## config.mk

```make
export PLATFORM = sky130hd
export DESIGN_NAME = lsu_unit
export DESIGN_NICKNAME = d
export VERILOG_FILES = /design/src/rtl/lsu_pkg.sv /design/src/rtl/lsu_align.sv /design/src/rtl/lsu_unit.sv
export SDC_FILE = /design/constraint.sdc
export NUM_CORES = 1
export LEC_CHECK = 0
export CAP_MARGIN = 20
export CELL_PAD_IN_SITES_DETAIL_PLACEMENT = 1
export CELL_PAD_IN_SITES_GLOBAL_PLACEMENT = 2
export CORE_AREA = 10 10 131 133
export DETAILED_ROUTE_END_ITERATION = 12
export DIE_AREA = 0 0 141 143
export DONT_BUFFER_PORTS = 1
export PLACE_DENSITY_LB_ADDON = 0.1
export SLEW_MARGIN = 0
export SYNTH_ARGS = -nofsm -noshare
export SYNTH_HDL_FRONTEND = slang
export SYNTH_SLANG_ARGS = --single-unit
export TNS_END_PERCENT = 20
```

## constraint.sdc

```tcl
create_clock -name clk_i -period 2.9 [get_ports clk_i]
set_clock_uncertainty 0.1 [all_clocks]
set_input_delay 0.58 -clock clk_i [delete_from_list [all_inputs] [get_ports clk_i]]
set_output_delay 0.58 -clock clk_i [all_outputs]
set_load 0.01 [all_outputs]
```

## src/rtl/lsu_pkg.sv

```systemverilog
// Shared definitions for the load/store unit: funct3 codes, FSM states, byte-enable masks.
package lsu_pkg;

  localparam logic [2:0] Funct3B  = 3'd0;
  localparam logic [2:0] Funct3H  = 3'd1;
  localparam logic [2:0] Funct3W  = 3'd2;
  localparam logic [2:0] Funct3Bu = 3'd4;
  localparam logic [2:0] Funct3Hu = 3'd5;

  localparam logic [3:0] BeByte = 4'b0001;
  localparam logic [3:0] BeHalf = 4'b0011;
  localparam logic [3:0] BeWord = 4'b1111;

  typedef enum logic [1:0] {
    StIdle,
    StAccess,
    StResp
  } lsu_state_e;

endpackage

```

## src/rtl/lsu_align.sv

```systemverilog
// Combinational lane logic: store byte enables and replication, load extraction and
// extension, and illegal/misaligned detection.
module lsu_align
  import lsu_pkg::*;
(
  input  logic        we_i,
  input  logic [2:0]  funct3_i,
  input  logic [1:0]  off_i,
  input  logic [31:0] wdata_i,
  input  logic [31:0] rdata_i,
  output logic [3:0]  be_o,
  output logic [31:0] wdata_o,
  output logic [31:0] rdata_o,
  output logic        fault_o
);

  logic        illegal;
  logic        misaligned;
  logic [15:0] lane;

  assign lane = 16'(rdata_i >> {off_i, 3'b000});

  always_comb begin
    if (we_i) begin
      illegal = (funct3_i > Funct3W);
    end else begin
      illegal = !(funct3_i inside {Funct3B, Funct3H, Funct3W, Funct3Bu, Funct3Hu});
    end
    case (funct3_i[1:0])
      2'b01:   misaligned = off_i[0];
      2'b10:   misaligned = (off_i != 2'b00);
      default: misaligned = 1'b0;
    endcase
  end

  assign fault_o = illegal | misaligned;

  always_comb begin
    be_o = 4'b0000;
    if (we_i) begin
      case (funct3_i)
        Funct3B: be_o = BeByte << off_i;
        Funct3H: be_o = BeHalf << off_i;
        Funct3W: be_o = BeWord;
        default: be_o = 4'b0000;
      endcase
    end
  end

  always_comb begin
    case (funct3_i)
      Funct3B: wdata_o = {4{wdata_i[7:0]}};
      Funct3H: wdata_o = {2{wdata_i[15:0]}};
      default: wdata_o = wdata_i;
    endcase
  end

  always_comb begin
    case (funct3_i)
      Funct3B:  rdata_o = {{24{lane[7]}}, lane[7:0]};
      Funct3H:  rdata_o = {{16{lane[15]}}, lane};
      Funct3W:  rdata_o = rdata_i;
      Funct3Bu: rdata_o = {24'b0, lane[7:0]};
      Funct3Hu: rdata_o = {16'b0, lane};
      default:  rdata_o = 32'b0;
    endcase
  end

endmodule

```

## src/rtl/lsu_unit.sv

```systemverilog
// RV32I load/store unit: IDLE -> ACCESS -> RESP handshake to a word-wide memory port.
// Define LSU_TIMEOUT_EN to fault an ACCESS that waits TIMEOUT cycles without mem_ack.
module lsu_unit
  import lsu_pkg::*;
#(
  parameter int unsigned TIMEOUT = 255
) (
  input  logic        clk_i,
  input  logic        rst_ni,
  input  logic        req_valid_i,
  output logic        req_ready_o,
  input  logic        req_we_i,
  input  logic [2:0]  req_funct3_i,
  input  logic [31:0] req_addr_i,
  input  logic [31:0] req_wdata_i,
  output logic        rsp_valid_o,
  output logic [31:0] rsp_rdata_o,
  output logic        rsp_fault_o,
  output logic        mem_req_o,
  output logic        mem_we_o,
  output logic [31:0] mem_addr_o,
  output logic [31:0] mem_wdata_o,
  output logic [3:0]  mem_be_o,
  input  logic        mem_ack_i,
  input  logic [31:0] mem_rdata_i
);

  lsu_state_e  state_q;
  logic        we_q;
  logic [2:0]  funct3_q;
  logic [1:0]  off_q;
  logic        mem_req_q;
  logic        mem_we_q;
  logic [31:0] mem_addr_q;
  logic [31:0] mem_wdata_q;
  logic [3:0]  mem_be_q;
  logic        rsp_valid_q;
  logic        rsp_fault_q;
  logic [31:0] rsp_rdata_q;

  logic        idle;
  logic        al_we;
  logic [2:0]  al_funct3;
  logic [1:0]  al_off;
  logic [3:0]  al_be;
  logic [31:0] al_wdata;
  logic [31:0] al_rdata;
  logic        al_fault;

  assign idle = (state_q == StIdle);

  // In IDLE the aligner judges the incoming request; afterwards it decodes the held one.
  assign al_we     = idle ? req_we_i          : we_q;
  assign al_funct3 = idle ? req_funct3_i      : funct3_q;
  assign al_off    = idle ? req_addr_i[1:0]   : off_q;

  lsu_align u_align (
    .we_i     (al_we),
    .funct3_i (al_funct3),
    .off_i    (al_off),
    .wdata_i  (req_wdata_i),
    .rdata_i  (mem_rdata_i),
    .be_o     (al_be),
    .wdata_o  (al_wdata),
    .rdata_o  (al_rdata),
    .fault_o  (al_fault)
  );

`ifdef LSU_TIMEOUT_EN
  localparam logic [7:0] TmoLast = 8'(TIMEOUT - 1);
  logic [7:0] tmo_q;
`else
  logic [7:0] unused_timeout;
  assign unused_timeout = 8'(TIMEOUT);
`endif

  always_ff @(posedge clk_i or negedge rst_ni) begin
    if (!rst_ni) begin
      state_q     <= StIdle;
      we_q        <= 1'b0;
      funct3_q    <= 3'b0;
      off_q       <= 2'b0;
      mem_req_q   <= 1'b0;
      mem_we_q    <= 1'b0;
      mem_addr_q  <= 32'b0;
      mem_wdata_q <= 32'b0;
      mem_be_q    <= 4'b0;
      rsp_valid_q <= 1'b0;
      rsp_fault_q <= 1'b0;
      rsp_rdata_q <= 32'b0;
`ifdef LSU_TIMEOUT_EN
      tmo_q       <= 8'b0;
`endif
    end else begin
      // Response fields are single-cycle strobes unless set below.
      rsp_valid_q <= 1'b0;
      rsp_fault_q <= 1'b0;
      rsp_rdata_q <= 32'b0;
      case (state_q)
        StIdle: begin
          if (req_valid_i) begin
            we_q     <= req_we_i;
            funct3_q <= req_funct3_i;
            off_q    <= req_addr_i[1:0];
            if (al_fault) begin
              state_q     <= StResp;
              rsp_valid_q <= 1'b1;
              rsp_fault_q <= 1'b1;
            end else begin
              state_q     <= StAccess;
              mem_req_q   <= 1'b1;
              mem_we_q    <= req_we_i;
              mem_addr_q  <= {req_addr_i[31:2], 2'b00};
              mem_wdata_q <= al_wdata;
              mem_be_q    <= al_be;
`ifdef LSU_TIMEOUT_EN
              tmo_q       <= 8'b0;
`endif
            end
          end
        end
        StAccess: begin
          if (mem_ack_i) begin
            state_q     <= StResp;
            mem_req_q   <= 1'b0;
            rsp_valid_q <= 1'b1;
            rsp_rdata_q <= we_q ? 32'b0 : al_rdata;
          end
`ifdef LSU_TIMEOUT_EN
          else if (tmo_q == TmoLast) begin
            state_q     <= StResp;
            mem_req_q   <= 1'b0;
            rsp_valid_q <= 1'b1;
            rsp_fault_q <= 1'b1;
          end else begin
            tmo_q <= tmo_q + 8'd1;
          end
`endif
        end
        StResp:  state_q <= StIdle;
        default: state_q <= StIdle;
      endcase
    end
  end

  assign req_ready_o = idle;
  assign rsp_valid_o = rsp_valid_q;
  assign rsp_fault_o = rsp_fault_q;
  assign rsp_rdata_o = rsp_rdata_q;
  assign mem_req_o   = mem_req_q;
  assign mem_we_o    = mem_we_q;
  assign mem_addr_o  = mem_addr_q;
  assign mem_wdata_o = mem_wdata_q;
  assign mem_be_o    = mem_be_q;

endmodule

```

# Word-level counts from Yosys, hierarchy flattened
# Cells that the tools add are included.
dict set report classes {
  magnitude_cmp 1
  bitwise_logic 2
  reduce_logical 10
  shifts 3
  n_mux 25
  n_eq_ne 10
}
# op count
set op_table {}
lappend op_table {{case mux 32 bit (5 select lines)} 1}
lappend op_table {{two-way mux 32 bit} 3}
lappend op_table {{case mux 32 bit (2 select lines)} 1}
lappend op_table {{right shift 32 x 5 -> 16 bit} 1}
lappend op_table {{case mux 4 bit (3 select lines)} 1}
lappend op_table {{two-way mux 1 bit} 9}
lappend op_table {{two-way mux 2 bit} 4}
lappend op_table {{equality test 3 bit (second input constant)} 2}
lappend op_table {{inequality test 2 bit (second input constant)} 3}
lappend op_table {{case mux 1 bit (2 select lines)} 3}
lappend op_table {{nonzero test 5 bit} 1}
lappend op_table {{equality test 2 x 1 -> 1 bit (second input constant)} 2}
lappend op_table {{two-way mux 4 bit} 1}
lappend op_table {{case mux 2 bit (2 select lines)} 1}
lappend op_table {{AND reduction 2 bit} 2}
lappend op_table {{AND reduction 4 bit} 1}
lappend op_table {{nonzero test 2 bit} 2}
lappend op_table {{<< shifter 1 x 2 -> 4 bit (first input constant)} 1}
lappend op_table {{<< shifter 2 x 2 -> 4 bit (first input constant)} 1}
lappend op_table {{equality test 3 x 1 -> 1 bit (second input constant)} 1}
lappend op_table {{equality test 3 x 2 -> 1 bit (second input constant)} 1}
lappend op_table {{> comparator 3 x 2 -> 1 bit (second input constant)} 1}
lappend op_table {{logical NOT 3 bit} 1}
lappend op_table {{two-way mux 3 bit} 1}
lappend op_table {{6 further kinds} 6}
dict set report totals {
  reg_bits 110
  input_bits 104
  output_inout_bits 105
  word_cells 63
}

# Depth between registers and ports, before layout
# Gate-level depths: netlist (run 1).
dict set report logic_depth {
  depth_word 10
  ltp_mapped 10
  mapped_depth_nobuf 7
}

# By module
# Synthesis (run 1) repeated with hierarchy kept, for this count alone.
dict set report hier_totals {
  hier_cells 473
  hier_area_um2 5431.5
}
# module area_each_um2 cells_each seq_area_each_um2 instances
set by_module_without_submodules {}
lappend by_module_without_submodules {lsu_unit 4067.7 251 2752.6 1}
lappend by_module_without_submodules {lsu_align 1363.8 222 0.0 1}

# Worst setup path before layout (run 1)
# OpenSTA, ideal clock, no wires.
dict set report synth_path {
  path_kind {flip-flop to flip-flop}
  start {register state_q[0]}
  end {register rsp_rdata_q[10] (netlist: rsp_rdata_o[10])}
  required_time_ns 2.662
  t_arrival_ns 2.129
  path_stages_with_launch 11
  path_buffers 3
  synth_period_minus_slack_ns 2.367
  path_slack_ns 0.533
  setup_ns 0.138
  path_cell_list {dfrtp_1 -> or2_1 -> buf_6 -> inv_4 -> mux2_4 -> mux4_2 -> and2_1 -> buf_6 -> buf_6 -> a21oi_2 -> o22ai_1}
}
dict set report synth_between {
  elab_chain_cells 7
  word_cells_on_any_way 14
  cone_classes {eq/ne (5); shift (1); mux (6); reduce/logical (2)}
}
# item line_no
set synth_rtl {}
lappend synth_rtl {{start, declared} lsu_unit.sv:28} ;# lsu_state_e state_q;
lappend synth_rtl {{start signal, assigned} lsu_unit.sv:79} ;# state_q <= StIdle;
lappend synth_rtl {{start signal, assigned} lsu_unit.sv:106} ;# state_q <= StResp;
lappend synth_rtl {{start signal, assigned} lsu_unit.sv:110} ;# state_q <= StAccess;
lappend synth_rtl {{logical NOT 2 bit} lsu_unit.sv:50} ;# assign idle = (state_q == StIdle);
lappend synth_rtl {{two-way mux 2 bit or two-way mux 3 bit (tied branches)} {lsu_unit.sv:55, lsu_unit.sv:54}}
lappend synth_rtl {{right shift 32 x 5 -> 16 bit (tied with other cells)} lsu_align.sv:21} ;# assign lane = 16'(rdata_i >> {off_i, 3'b000});
lappend synth_rtl {{case mux 32 bit (5 select lines)} lsu_align.sv:59} ;# case (funct3_i)
lappend synth_rtl {{two-way mux 32 bit} lsu_unit.sv:127} ;# rsp_rdata_q <= we_q ? 32'b0 : al_rdata;
lappend synth_rtl {{two-way mux 32 bit} lsu_unit.sv:123} ;# if (mem_ack_i) begin
lappend synth_rtl {{two-way mux 32 bit *} lsu_unit.sv:99} ;# case (state_q)
lappend synth_rtl {{end signal, assigned} lsu_unit.sv:127}
lappend synth_rtl {{end, declared} lsu_unit.sv:39} ;# logic [31:0] rsp_rdata_q;
# Mark *: on every way between the ends. The rest lies on a longest branch, timed or not.
# A chain may end at the register's enable or synchronous reset.

# Worst setup path after layout (run 1)
dict set report layout_path {
  start {register state_q[0]}
  end {register mem_addr_q[19] (netlist: mem_addr_o[19])}
}
dict set report layout_between {
  elab_chain_cells 9
  word_cells_on_any_way 20
  cone_classes {order compare (1); eq/ne (6); mux (5); bitwise (2); reduce/logical (6)}
}
# item line_no
set layout_rtl {}
lappend layout_rtl {{logical NOT 2 bit *} {lsu_unit.sv:50, lsu_unit.sv:99}}
lappend layout_rtl {{two-way mux 3 bit} lsu_unit.sv:54} ;# assign al_funct3 = idle ? req_funct3_i : funct3_q;
lappend layout_rtl {{equality test 3 x 1 -> 1 bit (tied with other cells)} lsu_align.sv:27} ;# illegal = !(funct3_i inside {Funct3B, Funct3H, Funct3W, Funct3Bu, Funct3Hu});
lappend layout_rtl {{nonzero test 5 bit} lsu_align.sv:27}
lappend layout_rtl {{logical NOT 1 bit} lsu_align.sv:27}
lappend layout_rtl {{two-way mux 1 bit} lsu_align.sv:24} ;# if (we_i) begin
lappend layout_rtl {{bitwise OR 1 bit} lsu_align.sv:36} ;# assign fault_o = illegal | misaligned;
lappend layout_rtl {{NOT 1 bit (no source line)} --}
lappend layout_rtl {{AND reduction 3 bit (no source line) *} --}
lappend layout_rtl {{end signal, assigned} lsu_unit.sv:113} ;# mem_addr_q <= {req_addr_i[31:2], 2'b00};
lappend layout_rtl {{end, declared} lsu_unit.sv:34} ;# logic [31:0] mem_addr_q;
# Marks and branches as above.

==> metrics.txt, run 1 <==
antenna-violating nets left=0; status=finished, violations left; Rows=44; final WL=17.1 mm; commonest cells in the netlist=184 x nand2_1, 110 x dfrtp_1, 58 x a21oi_1, 41 x o21ai_0, 28 x mux2i_1; Comb power frac=35.7%; Arrival @ worst endpoint=2.68 ns; Yosys top cell area share=a little over half; part of the Yosys area used for sequential elements=53.9%; Final Setup Violations=0; top_reg_cell synth=dfrtp_1; GR Util All Layers=roughly 17%; CTS tree=done; clock-pin slew on the worst setup and hold paths=0.07 ns; Placer Congestion=0.785; Clk pwr share=between 20% and 30%; vias post-DR=3932; largest net degree at the start of global routing=111; initial DRC count=203; Die Area=0.0202 mm2; CP Launch Type=register; critical path's top delay family=simple AND/OR/NAND/NOR gates; Pleak=roughly 2.6 nW; violated checks=negative hold slack; Synthesis Warnings=0; first-pass GRT wire length=26.4 mm; TNS Setup=0 ns; pwr dens=1090 mW/mm2; RSZ-0062 raised after global routing=false; post-synth top area cell=dfrtp_1; slowest CP cell=or4_1; Async S/R FF share, synth=100%; Peak supply drop=0.348 mV; Diodes inserted=0; final hold slack=-0.182 ns; Setup crit end kind=register; final hold vios=110; Post-Syn Area=0.00510 mm2; IO buf count=0; Area Growth Syn to Fin=9.71%; Overflow after GRT=0; DRC=0; Post-Syn Area per Cell=9.23 um2; First-pass DRT Iterations=4; Setup WS pre-CTS=about 0.26 ns; cells after synthesis=553; Synth Register Bits=110; Max Cap Viol=0; Die Span Y=143 um; Die Span X=141 um; Reg power frac=44.2%; clk_lat worst skew=~0.35 ns; Setup Fix Bufs, Post-CTS=0; share of post-route cells with drive strength above 1=9.96%; Int Pwr=between 0.003 and 0.004 W; Post-synth EDFFs=0; Synth area leaders=dfrtp_1 54%, nand2_1 14%, a21oi_1 5.7%; post-DR wirelength/cell=between 20 and 25 um; routed vias/inst=~5.3; Final Cycle Share=87.8%; crit path time final=around 2.5 ns; fill count=1687; Core Box Area=0.0144 mm2; Finished Core Util=38.8%; initial core utilization=35.4%; total chip power=0.00613 W; antenna violations before repair=0; Max clock buf depth=2; crit path max fanout=88; Clock Sinks=110; Max Slew Vio Count=0; total area of sequential cells=between 0.002 and 0.003 mm2; crit-path max cell delay=0.53 ns; Worst EP required=3.04 ns; Worst Tran Pin Value=between 0.6 and 0.7 ns; WS Path Type=reg -> reg; hpwl dp=12.6 mm; Relative slew margins=57.8%; worst path bufs/invs=2; area of the multi-input gates=around 0.0022 mm2; number of global-route vias before repair=4282; CTS buffer count=9; crit-path cells=buf_4, or4_1, o31a_1, o22ai_2, nand4_4, buf_12, nand2_1, nand2_1; fin nets=roughly 650; count leader, synth=nand2_1; Cell variety after synth=45; most frequent cell on the critical path=nand2_1; clock root cell=clkbuf_16; Fmax=393 MHz; setup ws final=approximately 0.35 ns; switching pwr=0.00257 W; IO Pins=209; sw frac=approximately two fifths; Hold WC Path Type=in -> async; Max H-tree Level=3
[per-stage QoR]
stage,instances,instance area (um2)
5_1_grt,736,5600
4_1_cts,736,5590
3_5_place_dp,721,5310
6_report,736,5600
2_1_floorplan,554,5110
3_3_place_gp,721,5310
[metal layers]
layer	up-vias	global-route usage (%)	routed length (um)
met1	1931	19.7	6970
li1	1859	-	-
met2	124	26.1	8050
met4	0	5.71	302
met3	18	8.19	1820
met5	-	0	0
[cells by family (layout without fill, tap and decap cells)]
family,count (synthesis),after routing,synth area share [%]
multiplexers,40,40,8.53
other,1,2,0.0735
buffers and inverters,36,34,3.83
AO/OA/AOI/OAI,143,143,15.6
AND/OR/NAND/NOR,223,223,18.0
flip-flops,110,110,53.9
[sequential cells by signal, indices dropped and copies added (netlist names)]
| signal | count |
|---|---|
| mem_wdata_o | 32 |
| rsp_rdata_o | 32 |
| mem_addr_o | 30 |
| mem_be_o | 4 |
| funct3_q | 3 |
| off_q | 2 |
| state_q | 2 |
| mem_req_o | 1 |
| mem_we_o | 1 |
| rsp_fault_o | 1 |
| rsp_valid_o | 1 |
| we_q | 1 |
[cells in the final DEF (no fill, tap or decap), types with 3 or more instances in the layout]
master / Yosys / routed
nand2b_1: 5 / 5
nor2_1: 15 / 15
dfrtp_1: 110 / 110
o21ai_1: 13 / 14
o21ai_0: 41 / 40
clkbuf_16: 0 / 9
nand2_1: 184 / 184
mux2i_1: 28 / 28
a21oi_1: 58 / 58
o31ai_1: 6 / 6
clkbuf_1: 13 / 3
buf_4: 4 / 15
mux2_2: 8 / 8
a31oi_1: 3 / 3
a21oi_2: 6 / 6
o22ai_1: 8 / 8
[worst paths after layout]
| check | from | slack, ns | cells after the start | end |
|---|---|---|---|---|
| max in group asynchronous | rst_ni | 2.67 | 0 | rsp_rdata_o[3] |
| hold reg to reg | mem_addr_o[22] | 0.45 | 2 | mem_addr_o[22] |
| min in group clk_i | req_addr_i[24] | 0.23 | 2 | mem_addr_o[24] |
| hold / removal | rst_ni | -0.18 | 0 | mem_addr_o[4] |
| setup / recovery | state_q[0] | 0.35 | 8 | mem_addr_o[19] |
| setup reg to reg | state_q[0] | 0.35 | 8 | mem_addr_o[19] |
[area by class of cell]
class,instances,share of cell area (%)
repair buffers,17,2.73
well taps,184,4.11
flip-flops and latches,110,49.2
clock buffers,12,4.22
multi-input cells,408,38.8
clock inverters,3,0.782
inverters,2,0.179
[power by group through the flow]
stage	logic, W	registers, W	clock network (W)
finish	0.00218	0.00271	0.00123
CTS	0.00221	0.00275	0.00128
detailed placement	0.00220	0.00278	0
floorplan	0.00170	0.00257	0
global placement	0.00212	0.00276	0
global route	0.00249	0.00280	0.00134
[repair_timing]
| item | 4_1_cts | 5_1_grt |
|---|---|---|
| endpoints found under the setup margin | 0 | 6 |
| gates resized for setup | 0 | 1 |
| endpoints found under the hold margin | 110 | 110 |
(Power assumes the default switching activity.)
==> inputs of run 2 (changes only) <==
CORE_AREA = 2 2 122 124   (was 10 10 131 133)
DIE_AREA = 0 0 124 126   (was 0 0 141 143)
SYNTH_HIERARCHICAL = 1   (was unset)
==> run 2 against run 1 <==
Effect of this change:
- the run still ends with negative hold slack left
- area after synthesis grew 6.4%
- non-clock buffer count grew 17
- count of clock-buffer cells in the layout shrank 3
- final cell count shrank 10%
- global-route usage grew 2.3 points
- clock power grew 14%
- wire length shrank 15%
- synthesized cell count shrank 14%
- setup slack lost 0.27 ns
- sequential power is essentially flat
- largest cell class unchanged
- highest routed layer unchanged
==> metrics.txt, run 2 <==
clock root cell=clkbuf_16; Rows=44; Worst Tran Pin Value=0.529 ns; first-pass GRT wire length=22.5 mm; clock-pin slew on the worst setup and hold paths=0.08 ns; cells after synthesis=~470; Worst EP required=approximately 3.0 ns; crit-path max cell delay=0.41 ns; total chip power=0.00742 W; hpwl dp=10.8 mm; top_reg_cell synth=dfrtp_1; Async S/R FF share, synth=100%; First-pass DRT Iterations=6; most frequent cell on the critical path=buf_4; number of global-route vias before repair=3985; DRC=0; part of the Yosys area used for sequential elements=50.7%; Diodes inserted=0; Max Slew Vio Count=0; Die Area=0.0156 mm2; Hold WC Path Type=in -> async; placed cell count=639; Post-Syn Area=0.00543 mm2; Die Span Y=~130 um; Area Growth Syn to Fin=13.8%; Post-synth EDFFs=0; final hold vios=110; largest net degree at the start of global routing=111; Final Cycle Share=a little over nine tenths; Overflow after GRT=0; crit path max fanout=6; post-synth top area cell=dfrtp_1; fin nets=580; Max H-tree Level=3; commonest cells in the netlist=110 x dfrtp_1, 60 x mux2_2, 41 x a21oi_1, 34 x and2_1, 28 x nand2_1; WS Path Type=reg -> reg; IO buf count=0; Yosys top cell area share=between 50% and 60%; Clock Sinks=110; Placer Congestion=0.749; CP Launch Type=register; pwr dens=1200 mW/mm2; antenna violations before repair=0; crit-path cells=nor2_4, mux2_4, inv_4, ha_2, nor2_2, o21ai_2, o311ai_4, nor4b_4, buf_12, buf_4, buf_4, mux2_2; Synth area leaders=dfrtp_1 51%, mux2_2 12%, mux2_1 3.9%; Max Cap Viol=0; slowest CP cell=dfrtp_1; initial DRC count=167; CTS tree=done; antenna-violating nets left=0; Final Setup Violations=0; Synthesis Warnings=6; final WL=14.5 mm; Non-Filler Instances=662; most frequent cells in the layout=110 x dfrtp_1, 52 x mux2_2, 41 x a21oi_1; Core Box Area=0.0143 mm2; Peak supply drop=0.409 mV; status=finished, violations left; Cell variety after synth=39; clk_lat worst skew=between 0.3 and 0.4 ns; violated checks=negative hold slack; initial core utilization=about 38%; Relative slew margins=64.7%; Synth Register Bits=110; Die Span X=124 um; CTS buffer count=9; IO Pins=209; count leader, synth=dfrtp_1; final hold slack=-0.193 ns; Post-Syn Area per Cell=between 10 and 15 um2; most common cell after layout, fill and taps aside=dfrtp_1; post-DR wirelength/cell=around 22 um; Setup crit end kind=register; Pleak=roughly 2.7 nW; RSZ-0062 raised after global routing=true; Fmax=355 MHz; Arrival @ worst endpoint=2.95 ns; crit path time final=2.81 ns; share of post-route cells with drive strength above 1=30.8%; Max clock buf depth=2; vias post-DR=roughly 3.6k; routed vias/inst=between 5 and 6; GR Util All Layers=19.1%
[run 2: cell types whose count changed after synthesis, moves of 9 or more]
cell / change
a21oi_1: -17
a22o_1: +16
and2_1: +32
buf_4: +10
mux2_1: +19
mux2_2: +52
mux2i_1: -20
nand2_1: -156
nor2_1: +9
o21a_1: +10
o21ai_0: -23
o21ai_1: -12
[run 2: stage by stage]
step,worst slack (ns),setup TNS [ns],hold slack [ns],area [um2],util (%)
after global routing,-0.0563,-0.622,-0.222,6180,43.2
after detailed placement,-0.00181,-0.00325,0.188,5720,39.9
final,0.0863,0,-0.193,6180,43.2
after floorplan,-0.158,-6.07,0.184,5550,-
after CTS,0.0231,0,-0.211,6060,42.3
after global placement,0.0576,0,0.188,5720,39.9
[run 2: where the power goes]
group,leakage [nW],switching [W],total [W],internal [W]
sequential,1.38,0.000630,0.00273,0.00210
clock,0.167,0.000616,0.00140,0.000780
combinational,1.16,0.00157,0.00329,0.00172
total,2.71,0.00282,0.00742,0.00460
[run 2: logic make-up (layout without fill, tap and decap cells)]
| family | count (synthesis) | in the layout | synth area share, % |
|---|---|---|---|
| mux | 88 | 88 | 18.3 |
| compound gates | 115 | 115 | 14.4 |
| fa+ha+maj | 3 | 3 | 0.691 |
| buf+inv | 49 | 53 | 5.32 |
| simple gates | 107 | 107 | 10.6 |
| flops | 110 | 110 | 50.7 |
| other cells | 1 | 2 | 0.0690 |
[run 2: per-layer routing]
metal  part of all wire [%]  up-vias  GRT usage [%]
met5                      0        -              0
met4                   0.88        0           4.96
met3                     10       11           8.29
met2                     52      122           33.1
met1                     37     1848           21.2
li1                       -     1657              -
[run 2: worst paths after layout]
| check | start | to | slack (ns) | cells after the start |
|---|---|---|---|---|
| max | state_q[1] | mem_we_o | 0.09 | 12 |
| min | rst_ni | rsp_rdata_o[29] | -0.19 | 0 |
| max reg2reg | state_q[1] | mem_we_o | 0.09 | 12 |
| min reg2reg | funct3_q[1] | funct3_q[1] | 0.41 | 1 |
| max in group asynchronous | rst_ni | rsp_rdata_o[7] | 2.72 | 0 |
| min in group clk_i | req_addr_i[21] | mem_addr_o[21] | 0.27 | 1 |
[run 2: area by class of cell]
| class | instances | area, um2 |
|---|---|---|
| Multi-Input combinational cell | 315 | 2530 |
| Fill cell | 1558 | 8140 |
| Sequential cell | 110 | 2750 |
| Clock buffer | 9 | 225 |
| Tap cell | 184 | 230 |
| Timing Repair Buffer | 34 | 308 |
| Inverter | 3 | 13.8 |
| Clock inverter | 7 | 118 |
[run 2: critical path: cells and delay by family (launching register included)]
| family | cells | cell delay, ns |
|---|---|---|
| DFF | 1 | 0.41 |
| AOI/OAI and AO/OA | 2 | 0.27 |
| adders and majority gates | 1 | 0.18 |
| buffers and inverters | 4 | 0.49 |
| and+or+nand+nor | 3 | 0.57 |
| muxes | 2 | 0.67 |
[run 2: repair_timing]
item | in CTS | in global routing
setup buffers | 0 | 7
setup endpoints to repair | 4 | 91
pin swaps | 1 | 5
hold endpoints to repair | 110 | 110
gates resized for setup | 0 | 22
